[src/rtl/mips_fetch_pkg.sv]
// ============================================================================
// Module      : mips_fetch_pkg
// Description : Shared types, field widths and helpers for the fetch stage.
// Revision    : 1.0 - initial release
// ============================================================================
`default_nettype none

package mips_fetch_pkg;

    typedef enum logic [1:0] {
        S_BOOT = 2'd0,
        S_RUN  = 2'd1,
        S_HALT = 2'd2
    } fetch_state_t;

    localparam int IMEM_DEPTH_DEFAULT = 128;

    localparam int OPCODE_W  = 6;
    localparam int REG_W     = 5;
    localparam int FUNCT_W   = 6;
    localparam int JTARGET_W = 26;

    // J-type targets keep the upper bits of the already-incremented PC.
    function automatic logic [31:0] make_jump_target(
        input logic [31:0]          pc_plus1,
        input logic [JTARGET_W-1:0] field
    );
        return {pc_plus1[31:JTARGET_W], field};
    endfunction

endpackage

`default_nettype wire

[src/rtl/pc_fetch_unit_ifid_reg.sv]
// ============================================================================
// Module      : ifid_reg
// Description : IF/ID pipeline register with load, hold and bubble controls.
// Revision    : 1.0 - initial release
// ============================================================================
`default_nettype none

module ifid_reg (
    input  logic        clk,
    input  logic        reset,
    input  logic        load,
    input  logic        bubble,
    input  logic [31:0] fetch_pc,
    input  logic [31:0] fetch_pc_plus1,
    input  logic [31:0] fetch_inst,
    output logic        valid,
    output logic [31:0] pc,
    output logic [31:0] pc_plus1,
    output logic [31:0] inst
);

    logic        r_valid;
    logic [31:0] r_pc;
    logic [31:0] r_pc_plus1;
    logic [31:0] r_inst;

    // Bubble wins over load; with neither asserted the contents hold.
    always_ff @(posedge clk) begin
        if (reset || bubble) begin
            r_valid    <= 1'b0;
            r_pc       <= 32'd0;
            r_pc_plus1 <= 32'd0;
            r_inst     <= 32'd0;
        end else if (load) begin
            r_valid    <= 1'b1;
            r_pc       <= fetch_pc;
            r_pc_plus1 <= fetch_pc_plus1;
            r_inst     <= fetch_inst;
        end
    end

    assign valid    = r_valid;
    assign pc       = r_pc;
    assign pc_plus1 = r_pc_plus1;
    assign inst     = r_inst;

endmodule

`default_nettype wire

[src/rtl/pc_fetch_unit.sv]
// ============================================================================
// Module      : pc_fetch_unit
// Description : PC register, next-PC select, fetch FSM and IF/ID register.
//               Optional perf counters enabled by FETCH_PERF_CNT_EN.
// Revision    : 1.0 - initial release
// ============================================================================
`default_nettype none

module pc_fetch_unit
    import mips_fetch_pkg::*;
#(
    parameter logic [31:0] RESET_PC   = 32'd0,
    parameter int          IMEM_DEPTH = IMEM_DEPTH_DEFAULT
) (
    input  logic                 clk,
    input  logic                 reset,
    input  logic                 stall_i,
    input  logic                 flush_i,
    input  logic                 branch_taken_i,
    input  logic [31:0]          branch_target_i,
    input  logic                 jump_i,
    input  logic [JTARGET_W-1:0] jump_target_i,
    output logic [31:0]          pc_o,
    input  logic [31:0]          inst_i,
    output logic                 ifid_valid_o,
    output logic [31:0]          ifid_inst_o,
    output logic [31:0]          ifid_pc_o,
    output logic [31:0]          ifid_pc_plus1_o,
    output logic                 halted_o
`ifdef FETCH_PERF_CNT_EN
    ,
    output logic [31:0]          fetch_cnt_o,
    output logic [31:0]          stall_cnt_o
`endif
);

    localparam logic [31:0] c_IMEM_DEPTH = 32'(IMEM_DEPTH);

    fetch_state_t r_state;
    fetch_state_t w_state_next;
    logic [31:0]  r_pc;
    logic [31:0]  w_pc_next;
    logic [31:0]  w_pc_plus1;
    logic [31:0]  w_redirect_tgt;
    logic         w_redirect;
    logic         w_load;
    logic         w_bubble;

    assign w_pc_plus1     = r_pc + 32'd1;
    assign w_redirect     = jump_i | branch_taken_i;
    assign w_redirect_tgt = jump_i ? make_jump_target(w_pc_plus1, jump_target_i)
                                   : branch_target_i;

    always_ff @(posedge clk) begin
        if (reset) begin
            r_state <= S_BOOT;
            r_pc    <= RESET_PC;
        end else begin
            r_state <= w_state_next;
            r_pc    <= w_pc_next;
        end
    end

    always_comb begin
        w_state_next = r_state;
        w_pc_next    = r_pc;
        w_load       = 1'b0;
        w_bubble     = 1'b0;
        case (r_state)
            S_BOOT: begin
                w_bubble     = 1'b1;
                w_state_next = S_RUN;
                if (w_redirect) begin
                    w_pc_next = w_redirect_tgt;
                end
            end
            S_RUN: begin
                if (w_redirect) begin
                    w_pc_next = w_redirect_tgt;
                    w_bubble  = 1'b1;
                end else if (r_pc >= c_IMEM_DEPTH) begin
                    w_bubble     = 1'b1;
                    w_state_next = S_HALT;
                end else if (stall_i) begin
                    w_bubble = flush_i;
                end else begin
                    w_pc_next = w_pc_plus1;
                    w_bubble  = flush_i;
                    w_load    = ~flush_i;
                end
            end
            S_HALT: begin
                w_bubble = 1'b1;
                // Only an in-range redirect restarts fetch.
                if (w_redirect && (w_redirect_tgt < c_IMEM_DEPTH)) begin
                    w_pc_next    = w_redirect_tgt;
                    w_state_next = S_RUN;
                end
            end
            default: begin
                w_bubble     = 1'b1;
                w_state_next = S_BOOT;
            end
        endcase
    end

    ifid_reg u_ifid_reg (
        .clk            (clk),
        .reset          (reset),
        .load           (w_load),
        .bubble         (w_bubble),
        .fetch_pc       (r_pc),
        .fetch_pc_plus1 (w_pc_plus1),
        .fetch_inst     (inst_i),
        .valid          (ifid_valid_o),
        .pc             (ifid_pc_o),
        .pc_plus1       (ifid_pc_plus1_o),
        .inst           (ifid_inst_o)
    );

    assign pc_o     = r_pc;
    assign halted_o = (r_state == S_HALT);

`ifdef FETCH_PERF_CNT_EN
    logic [31:0] r_fetch_cnt;
    logic [31:0] r_stall_cnt;

    always_ff @(posedge clk) begin
        if (reset) begin
            r_fetch_cnt <= 32'd0;
            r_stall_cnt <= 32'd0;
        end else begin
            if (w_load) begin
                r_fetch_cnt <= r_fetch_cnt + 32'd1;
            end
            if (stall_i && (r_state == S_RUN)) begin
                r_stall_cnt <= r_stall_cnt + 32'd1;
            end
        end
    end

    assign fetch_cnt_o = r_fetch_cnt;
    assign stall_cnt_o = r_stall_cnt;
`else
    // Counters absent in this build; fetch behaviour is unchanged.
`endif

endmodule

`default_nettype wire

[config.mk]
export PLATFORM = sky130hd
export DESIGN_NAME = pc_fetch_unit
export DESIGN_NICKNAME = d
export VERILOG_FILES = /design/src/rtl/mips_fetch_pkg.sv /design/src/rtl/pc_fetch_unit_ifid_reg.sv /design/src/rtl/pc_fetch_unit.sv
export SDC_FILE = /design/constraint.sdc
export NUM_CORES = 1
export LEC_CHECK = 0
export CAP_MARGIN = 20
export CELL_PAD_IN_SITES_DETAIL_PLACEMENT = 0
export CELL_PAD_IN_SITES_GLOBAL_PLACEMENT = 1
export CORE_AREA = 2 2 139 141
export DETAILED_ROUTE_END_ITERATION = 12
export DIE_AREA = 0 0 141 143
export PLACE_DENSITY = 0.81
export SYNTH_ARGS = -nofsm -noshare
export SYNTH_HDL_FRONTEND = slang
export SYNTH_SLANG_ARGS = --single-unit
[constraint.sdc]
create_clock -name clk -period 3.68 [get_ports clk]
set_input_delay 0.736 -clock clk [delete_from_list [all_inputs] [get_ports clk]]
set_output_delay 0.736 -clock clk [all_outputs]
set_load 0.05 [all_outputs]
Yosys cells after proc, flatten, opt, wreduce, memory -nomap -nowiden:

Cells that the tools add are included.

* $add $sub $neg: 1
* multiplexer cells: 18
* order comparisons: 2
* bitwise gates (word level): 2
* eq/ne operators: 8
* reductions and logical operators: 6

Operator list (number)
* $mux 32: 6
* $pmux 32 s3: 1
* $add 32x1->32 const B: 1
* $ge 32x8->1 const B: 1
* $lt 32x8->1 const B: 1
* $mux 1: 7
* $mux 2: 3
* $ne 2x2->1 const B: 3
* $ne 3x3->1 const B: 2
* $pmux 2 s3: 1
* $reduce_and 5->1: 1
* $reduce_and 3->1: 1
* $reduce_bool 3->1: 1
* $eq 2x1->1 const B: 1
* $eq 2x2->1 const B: 1
* $logic_not 2->1: 1
* $ne 2x1->1 const B: 1
* $logic_and 1x1->1: 1
* $logic_or 1x1->1: 1
* $not 1->1: 1
* $or 1x1->1: 1

* logic and storage cells: 43
* flip-flop bits (word level): 131
* output and inout port bits: 130

Longest topological paths before layout:

Gate-level depths: netlist of run 1.

* depth after elaboration: 6
* mapped depth: 13
* mapped depth without buffers: 9

By module:

From an unflattened synthesis of run 1, not the netlist that was laid out.

* cell total of the unflattened synthesis: 713
* area total of the unflattened synthesis: 6593.8 um^2

By module, submodules not included
* ifid_reg: sequential area each 1941.9 um^2, cells each 314, area an instance 3438.3 um^2, instances 1
* pc_fetch_unit: sequential area each 680.7 um^2, cells each 399, area an instance 3155.5 um^2, instances 1

Worst setup path before layout of run 1:

Ideal clock, no wire load.

* kind: register to register
* from: register r_pc[1], in the netlist pc_o[1]
* to: register r_pc[16], in the netlist pc_o[16]
* arrival: 2.990 ns
* stages on the path, launching flop included: 13
* setup time: 0.117 ns
* slack: 0.573 ns
* path buffers: 3
* period minus slack after synthesis: 3.107 ns
* cell sequence: dfxtp_1 > ha_1 > inv_1 > or2_2 > clkbuf_1 > nor4_2 > xor2_1 > a211o_1 > o21bai_1 > buf_6 > a21oi_2 > buf_4 > a22o_1

* word-level cells in the longest chain between the ends: 6
* elaborated cells on any way between the ends: 12
* classes of those cells: 1 x add/sub; 2 x order compare; 2 x eq/ne; 5 x mux; 2 x reduce/logical

RTL lines
* from (decl): line pc_fetch_unit.sv:41 `logic [31:0] r_pc;`
* from (signal assigned): line pc_fetch_unit.sv:60 `r_pc <= w_pc_next;`
* $add 32x1->32: line pc_fetch_unit.sv:49 `assign w_pc_plus1 = r_pc + 32'd1;`
* $mux 32: line pc_fetch_unit.sv:51 `assign w_redirect_tgt = jump_i ? make_jump_target(w_pc_plus1, jump_target_i)`
* $lt 32x8->1: line pc_fetch_unit.sv:95 `if (w_redirect && (w_redirect_tgt < c_IMEM_DEPTH)) begin`
* $logic_and 1x1->1: line pc_fetch_unit.sv:95
* $ne 2x1->1 (no source line)
* $reduce_and 5->1 (no source line)

Several ways; a longest one is shown, not always the timed one. The select of a mux whose other input is x is not followed.
A chain may end at the register's enable or synchronous reset.

Final worst setup path of run 1:

* from: input port jump_target_i[25]
* to: register r_pc[20], in the netlist pc_o[20]

* word-level cells in the longest chain between the ends: 5

RTL lines
* from (decl): line pc_fetch_unit.sv:22 `input logic [JTARGET_W-1:0] jump_target_i,`
* $mux 32: line pc_fetch_unit.sv:51
* $lt 32x8->1: line pc_fetch_unit.sv:95
* $logic_and 1x1->1: line pc_fetch_unit.sv:95
* $ne 2x1->1 (no source line)
* $reduce_and 5->1 (no source line)

Every way passes these cells.

==> metrics.cfg, run 1 <==
[outcome]
status=finished clean

[route]
drtPass1Iterations=5
drc_errors=0
routed_wl_um=18360
viasPerCell=4.927
drtIter0Drc=305
avgRoutedWirePerCell_um=16.22
ant_nets=0
vias=5577

[finish]
drive_gt1_share_pct=8.909
fillCellCount=1767
final_area_um2=8999
final_common_cell=clkdlybuf4s50_1
final_cell_mix=223 x clkdlybuf4s50_1, 131 x dfxtp_1, 75 x nor2_1
antenna_cells=0
fin_nets=983
syn_to_final_growth_pct=53.71

[timing]
finalClockSkew_ns=0.008794
worst_pin_slew_ns=0.6894
maxSlewHeadroom_pct=54.04
finalHoldViolations=0
period_needed_ns=3.401
clock.fmax_mhz=294.0
rsz0062_at_grt=false
fin_crit_sh_pct=92.43
finalSetupViolations=0
fin_hold_ws_ns=0.4224
report.final.slew_viol_count=0

[placement]
portBuffers=225
placed_area_um2=8387
routabilityCongestion=0.8670
post-dp-hpwl_um=13540

[grt]
antenna_found_initial=0
grt_pass1_vias=5156
grt.total_usage_pct=17.90
grt_pass1_wl_um=28400
grt_max_degree=57
grt_overflow_total=0

[yosys]
ys_async_sr_fraction_pct=0
synthFlopType=dfxtp_1
netlist_instances=661
synth_edf_count=0
synth_fp_nets=759
avgSynthCellArea_um2=8.857
yosys_warnings=0
syn_area_um2=5854
synth-seq-area-share_pct=44.80
ys_ff_latch=131
synth_cell_types=60

[worst_setup_path]
crit_arrival_ns=3.76
r2r_start=pc_o[11]
endpoint_kind=register
worstSetupEndpoint=pc_o[20]
critPathLaunchType=primary input
startpoint=jump_target_i[25]
crit_required_ns=4.04
r2r_setup_slack_ns=0.55
reg2reg_to=pc_o[20]
crit_fanout=23
critPathKind=in -> reg
r2r_cells=9

[cts]
insertion_delay_ns=0.42
htree_levels=4
numCtsBuffers=17
cts_root_buffer=clkbuf_16
clock-sinks=131
clkSlewWorstSetupHoldPaths_ns=0.06
cts_buffer_depth=2
ctsHoldBuffers=0
cts_tree=built
cts_resized=0
cts_setup_buffers=0

[pwr]
peakVddDrop_mv=0.3067
power_leakage_nw=3.282
power.density_nw_per_um2=423.1

[hold_path]
holdPathStages=2
hold_class=reg -> reg

[floorplan]
dieHeight_um=143
dieArea_um2=20160
core-area_um2=18580
initial_core_util_pct=31.51
io-pin-count=226
die_w_um=141
row_count=50

[run]
max_cap_violations=0

==> critical path: stages <==
cell and delay [ns]:
clkdlybuf4s50_1 0.41, nor4b_1 0.44, nand4_1 0.15, a211oi_1 0.53
nand4_1 0.16, a211o_1 0.32, o21bai_1 0.28, buf_4 0.22
and2_4 0.32, a22o_1 0.18
==> stage by stage <==
stage	setup slack (ns)	std cells	total power [W]	TNS, ns	util, %
after floorplan	0.5732	661	0.001871	0	-
after detailed placement	-0.1281	1099	0.002125	-2.706	45.14
after CTS	0.2512	1131	0.003842	0	48.35
final	0.2787	1132	0.003808	0	48.43
after global placement	-0.02058	1099	0.002124	-0.4412	45.14
after global routing	0.07859	1132	0.003954	0	48.43
==> Yosys cell counts (8+ instances only) <==
library cell | instances | area share [%]
dfxtp_1 | 131 | 45
nor2_1 | 75 | 4.8
mux2i_1 | 69 | 12
inv_1 | 60 | 3.8
a21oi_1 | 59 | 5.0
clkbuf_1 | 33 | 2.1
nand2_1 | 27 | 1.7
a22o_1 | 23 | 3.4
o21ai_0 | 19 | 1.6
nand3_1 | 15 | 1.3
nand4_1 | 14 | 1.5
nor4_1 | 13 | 1.4
nor3_1 | 11 | 0.94
o32ai_1 | 8 | 1.2
==> worst min path at each step <==
| stage | startpoint | slack [ns] | to |
|---|---|---|---|
| after floorplan | r_state[0] | 0.53 | r_state[0] |
| after global placement | u_ifid_reg.pc_plus1[17] | 0.41 | u_ifid_reg.pc_plus1[17] |
| after detailed placement | u_ifid_reg.pc_plus1[17] | 0.42 | u_ifid_reg.pc_plus1[17] |
| after CTS | u_ifid_reg.pc_plus1[17] | 0.43 | u_ifid_reg.pc_plus1[17] |
| after global routing | u_ifid_reg.pc_plus1[17] | 0.45 | u_ifid_reg.pc_plus1[17] |
| final | u_ifid_reg.pc_plus1[17] | 0.42 | u_ifid_reg.pc_plus1[17] |
==> routing by layer <==
metal / track usage, % / vias to the layer above / routed length (um)
li1: - / 2790 / -
met1: 23.40 / 2581 / 8412
met5: 0 / - / 0
met3: 5.500 / 15 / 1055
met4: 5.158 / 0 / 254
met2: 28.60 / 191 / 8638
==> flip-flops by register name (all words and copies together) (netlist names) <==
signal	flops
u_ifid_reg.valid	1
u_ifid_reg.pc	32
r_state	2
u_ifid_reg.pc_plus1	32
u_ifid_reg.inst	32
pc_o	32
==> where the power goes <==
group	total (W)	switching (W)	internal [W]
Combinational	0.000587	0.000321	0.000267
Clock	0.00171	0.000692	0.00102
Sequential	0.00151	0.0000583	0.00145
Total	0.00381	0.00107	0.00274
==> kinds of logic after synthesis <==
group           count (synthesis)  synth area share (%)
compound gates                144                 16.03
xor+xnor                        8                 1.197
fa+ha+maj                       2                0.4274
buf+inv                       106                 7.501
flops                         131                 44.80
mux                            72                 12.37
simple gates                  198                 17.67
==> area by class of cell <==
type                    count  area (um^2)  share of cell area, %
repair buffers            251         2460                  27.34
multi-input cells         424         2801                  31.13
flip-flops and latches    131         2623                  29.14
clock inverters            15        171.4                  1.905
clock buffers              17        425.4                  4.727
inverters                  60        225.2                  2.503
well taps                 234        292.8                  3.254
Power figures use the tool's default switching activity.
==> inputs of run 2 (changes only) <==
--- a/config.mk
+++ b/config.mk
@@ -5,13 +5,14 @@
 export SDC_FILE = /design/constraint.sdc
 export NUM_CORES = 1
 export LEC_CHECK = 0
+export ABC_AREA = 1
 export CAP_MARGIN = 20
 export CELL_PAD_IN_SITES_DETAIL_PLACEMENT = 0
 export CELL_PAD_IN_SITES_GLOBAL_PLACEMENT = 1
-export CORE_AREA = 2 2 139 141
+export CORE_AREA = 2 2 146 148
 export DETAILED_ROUTE_END_ITERATION = 12
-export DIE_AREA = 0 0 141 143
-export PLACE_DENSITY = 0.81
+export DIE_AREA = 0 0 148 150
+export PLACE_DENSITY = 0.82
 export SYNTH_ARGS = -nofsm -noshare
 export SYNTH_HDL_FRONTEND = slang
 export SYNTH_SLANG_ARGS = --single-unit
==> metrics.cfg, run 2 <==
[finish]
final_common_cell=clkdlybuf4s50_1
fin_nets=1217  ; +24%
antenna_cells=0  ; unchanged
syn_to_final_growth_pct=47.33
drive_gt1_share_pct=12.81  ; +3.9 points
final_cell_mix=224 x clkdlybuf4s50_1, 199 x nand2_1, 153 x nor2_1

[yosys]
avgSynthCellArea_um2=7.171  ; -19%
syn_area_um2=6519  ; +11%
synth-seq-area-share_pct=40.23  ; -4.6 points
synthFlopType=dfxtp_1
ys_async_sr_fraction_pct=0  ; unchanged
synth_edf_count=0  ; unchanged
yosysTopAreaCellShare_pct=40.23  ; -4.6 points
synth_fp_nets=1007  ; +33%
synth_largest_area_cell=dfxtp_1
synth_most_common_cell=nand2_1
ys_ff_latch=131  ; unchanged
yosys-top-cells-count=200 x nand2_1, 154 x nor2_1, 131 x dfxtp_1
netlist_instances=909  ; +38%
yosys_warnings=0  ; unchanged
synth_cell_types=33  ; -45%
synth.area.top_cells=dfxtp_1 40%, nand2_1 12%, nor2_1 8.9%, o21ai_0 6.1%, o221a_2 5.9%

[floorplan]
row_count=53  ; +6.0%
dieArea_um2=22200  ; +10%
dieHeight_um=150  ; +4.9%
core-area_um2=20690  ; +11%
die_w_um=148  ; +5.0%
io-pin-count=226  ; unchanged
initial_core_util_pct=31.51  ; about the same

[pwr]
peakVddDrop_mv=0.3330  ; +8.6%
p_total_w=0.003858  ; +1.3%
power.density_nw_per_um2=401.7  ; -5.1%
power_leakage_nw=3.852  ; +17%

[timing]
worst_pin_slew_ns=0.6939  ; +0.004485 ns
period_needed_ns=2.896  ; -0.5052 ns
setup_tns_ns=0  ; unchanged
finalSetupViolations=0  ; unchanged
rsz0062_at_grt=false
maxSlewHeadroom_pct=53.63  ; -0.41 points
report.final.slew_viol_count=0  ; unchanged
fin_crit_sh_pct=78.70  ; -14 points
finalClockSkew_ns=0.01272  ; +0.003925 ns
clock.fmax_mhz=345.3  ; +17%
finalHoldViolations=0  ; unchanged

[cts]
cts_setup_buffers=0  ; unchanged
cts_resized=0  ; unchanged
htree_levels=4  ; unchanged
insertion_delay_ns=0.43  ; about the same
clkSlewWorstSetupHoldPaths_ns=0.06  ; about the same
ctsHoldBuffers=0  ; unchanged
cts_buffer_depth=2  ; unchanged
cts_root_buffer=clkbuf_16
cts_tree=built
numCtsBuffers=17  ; unchanged
clock-sinks=131  ; unchanged

[worst_setup_path]
path_cells=buf_2 > buf_4 > nand2_1 > o21ai_1 > nand2_1 > nor3_1 > nand3b_1 > nor2_1 > nand2_1 > nor2_2 > nand3_4 > buf_4 > a21oi_1 > nor2_1
r2r_start=pc_o[0]
reg2reg_to=pc_o[3]
crit_required_ns=4.00  ; -0.04 ns
crit_top_cell=nand2_1
critPathLaunchType=primary input
critPathKind=in -> reg
slowest_delay_ns=0.45  ; -0.08 ns
endpoint_kind=register
crit_fanout=29  ; +26%
crit_arrival_ns=3.21  ; -0.55 ns
r2r_setup_slack_ns=0.85  ; +0.30 ns
r2r_cells=15  ; +6
critical_path.slowest_cell=buf_2

[hold_path]
holdPathStages=2  ; unchanged
worstHoldStart=u_ifid_reg.pc_plus1[17]
worstHoldEndpoint=u_ifid_reg.pc_plus1[17]
hold_class=reg -> reg

[route]
vias=6858  ; +23%
drtPass1Iterations=5  ; unchanged
drtIter0Drc=516  ; +69%
drc_errors=0  ; unchanged
viasPerCell=4.874  ; -1.1%
avgRoutedWirePerCell_um=16.66  ; +2.7%
routed_wl_um=23450  ; +28%
ant_nets=0  ; unchanged

[grt]
antenna_found_initial=0  ; unchanged
grt_pass1_wl_um=35800  ; +26%
grt.total_usage_pct=20.63  ; +2.7 points
grt_overflow_total=0  ; unchanged
grt_pass1_vias=6379  ; +24%
grt_max_degree=60  ; +5.3%

[outcome]
status=finished clean

[placement]
post-dp-hpwl_um=17160  ; +27%
portBuffers=225  ; unchanged
routabilityCongestion=0.9016  ; +4.0%

[run]
max_cap_violations=0  ; unchanged

[run 2: cell count changes after synthesis, moves of 28 or more]
cell / change
nand3_1: +28
o221a_2: +34
mux2i_1: -65
nand2_1: +173
o21ai_0: +60
nor2_1: +79
[run 2: power by group]
part	switching, W	internal, W
clock	0.000739	0.000892
combinational	0.000417	0.000275
sequential	0.0000773	0.00146
total	0.00123	0.00263
[run 2: worst max-delay path by stage]
stage	cells after the start	to	startpoint	slack (ns)
2_1_floorplan	15	pc_o[18]	pc_o[0]	1.15
3_3_place_gp	14	pc_o[3]	jump_i	0.42
3_5_place_dp	14	pc_o[3]	jump_i	0.38
4_1_cts	3	halted_o	r_state[1]	0.81
5_1_grt	14	pc_o[1]	jump_i	0.54
6_report	14	pc_o[3]	jump_i	0.78
[run 2: per-layer routing]
| metal | global-route usage [%] | part of all wire, % | vias up |
|---|---|---|---|
| li1 | - | - | 3419 |
| met1 | 26.96 | 44 | 3176 |
| met5 | 0 | 0 | - |
| met3 | 4.238 | 5.7 | 44 |
| met2 | 33.43 | 47 | 219 |
| met4 | 8.048 | 2.9 | 0 |
[run 2: kinds of logic after synthesis]
logic type               after synthesis  synth area share [%]
AO/OA/AOI/OAI                        171                 16.70
XOR/XNOR                              18                 2.418
adder cells (fa/ha/maj)                2                0.3838
buffers and inverters                116                 7.658
flip-flops                           131                 40.23
multiplexers                           4                0.6142
AND/OR/NAND/NOR                      467                 32.00
[run 2: cell type report]
| type | instances | area, um^2 |
|---|---|---|
| timing repair buffer | 243 | 2420 |
| inverter | 64 | 240.2 |
| clock inverter | 15 | 140.1 |
| sequential | 131 | 2623 |
| fill | 2113 | 11090 |
| multi-input combinational | 662 | 3412 |
| clock buffer | 17 | 425.4 |
| tap | 275 | 344.1 |
[run 2: critical path, delay by kind of cell]
kind,cells,cell delay [ns]
buffers and inverters,3,1.12
and+or+nand+nor,9,0.96
AOI/OAI and AO/OA,2,0.35
[run 2: per-stage QoR]
step	hold slack, ns	setup slack, ns	util [%]	cell area [um^2]	std cells
after global placement	0.4455	0.4188	43.69	9039	1375
after CTS	0.4602	0.8116	46.42	9604	1407
after detailed placement	0.4498	0.3760	43.69	9039	1375
after global routing	0.4852	0.5448	46.42	9604	1407
after floorplan	0.5900	1.154	-	6519	909
final	0.4548	0.7839	46.42	9604	1407
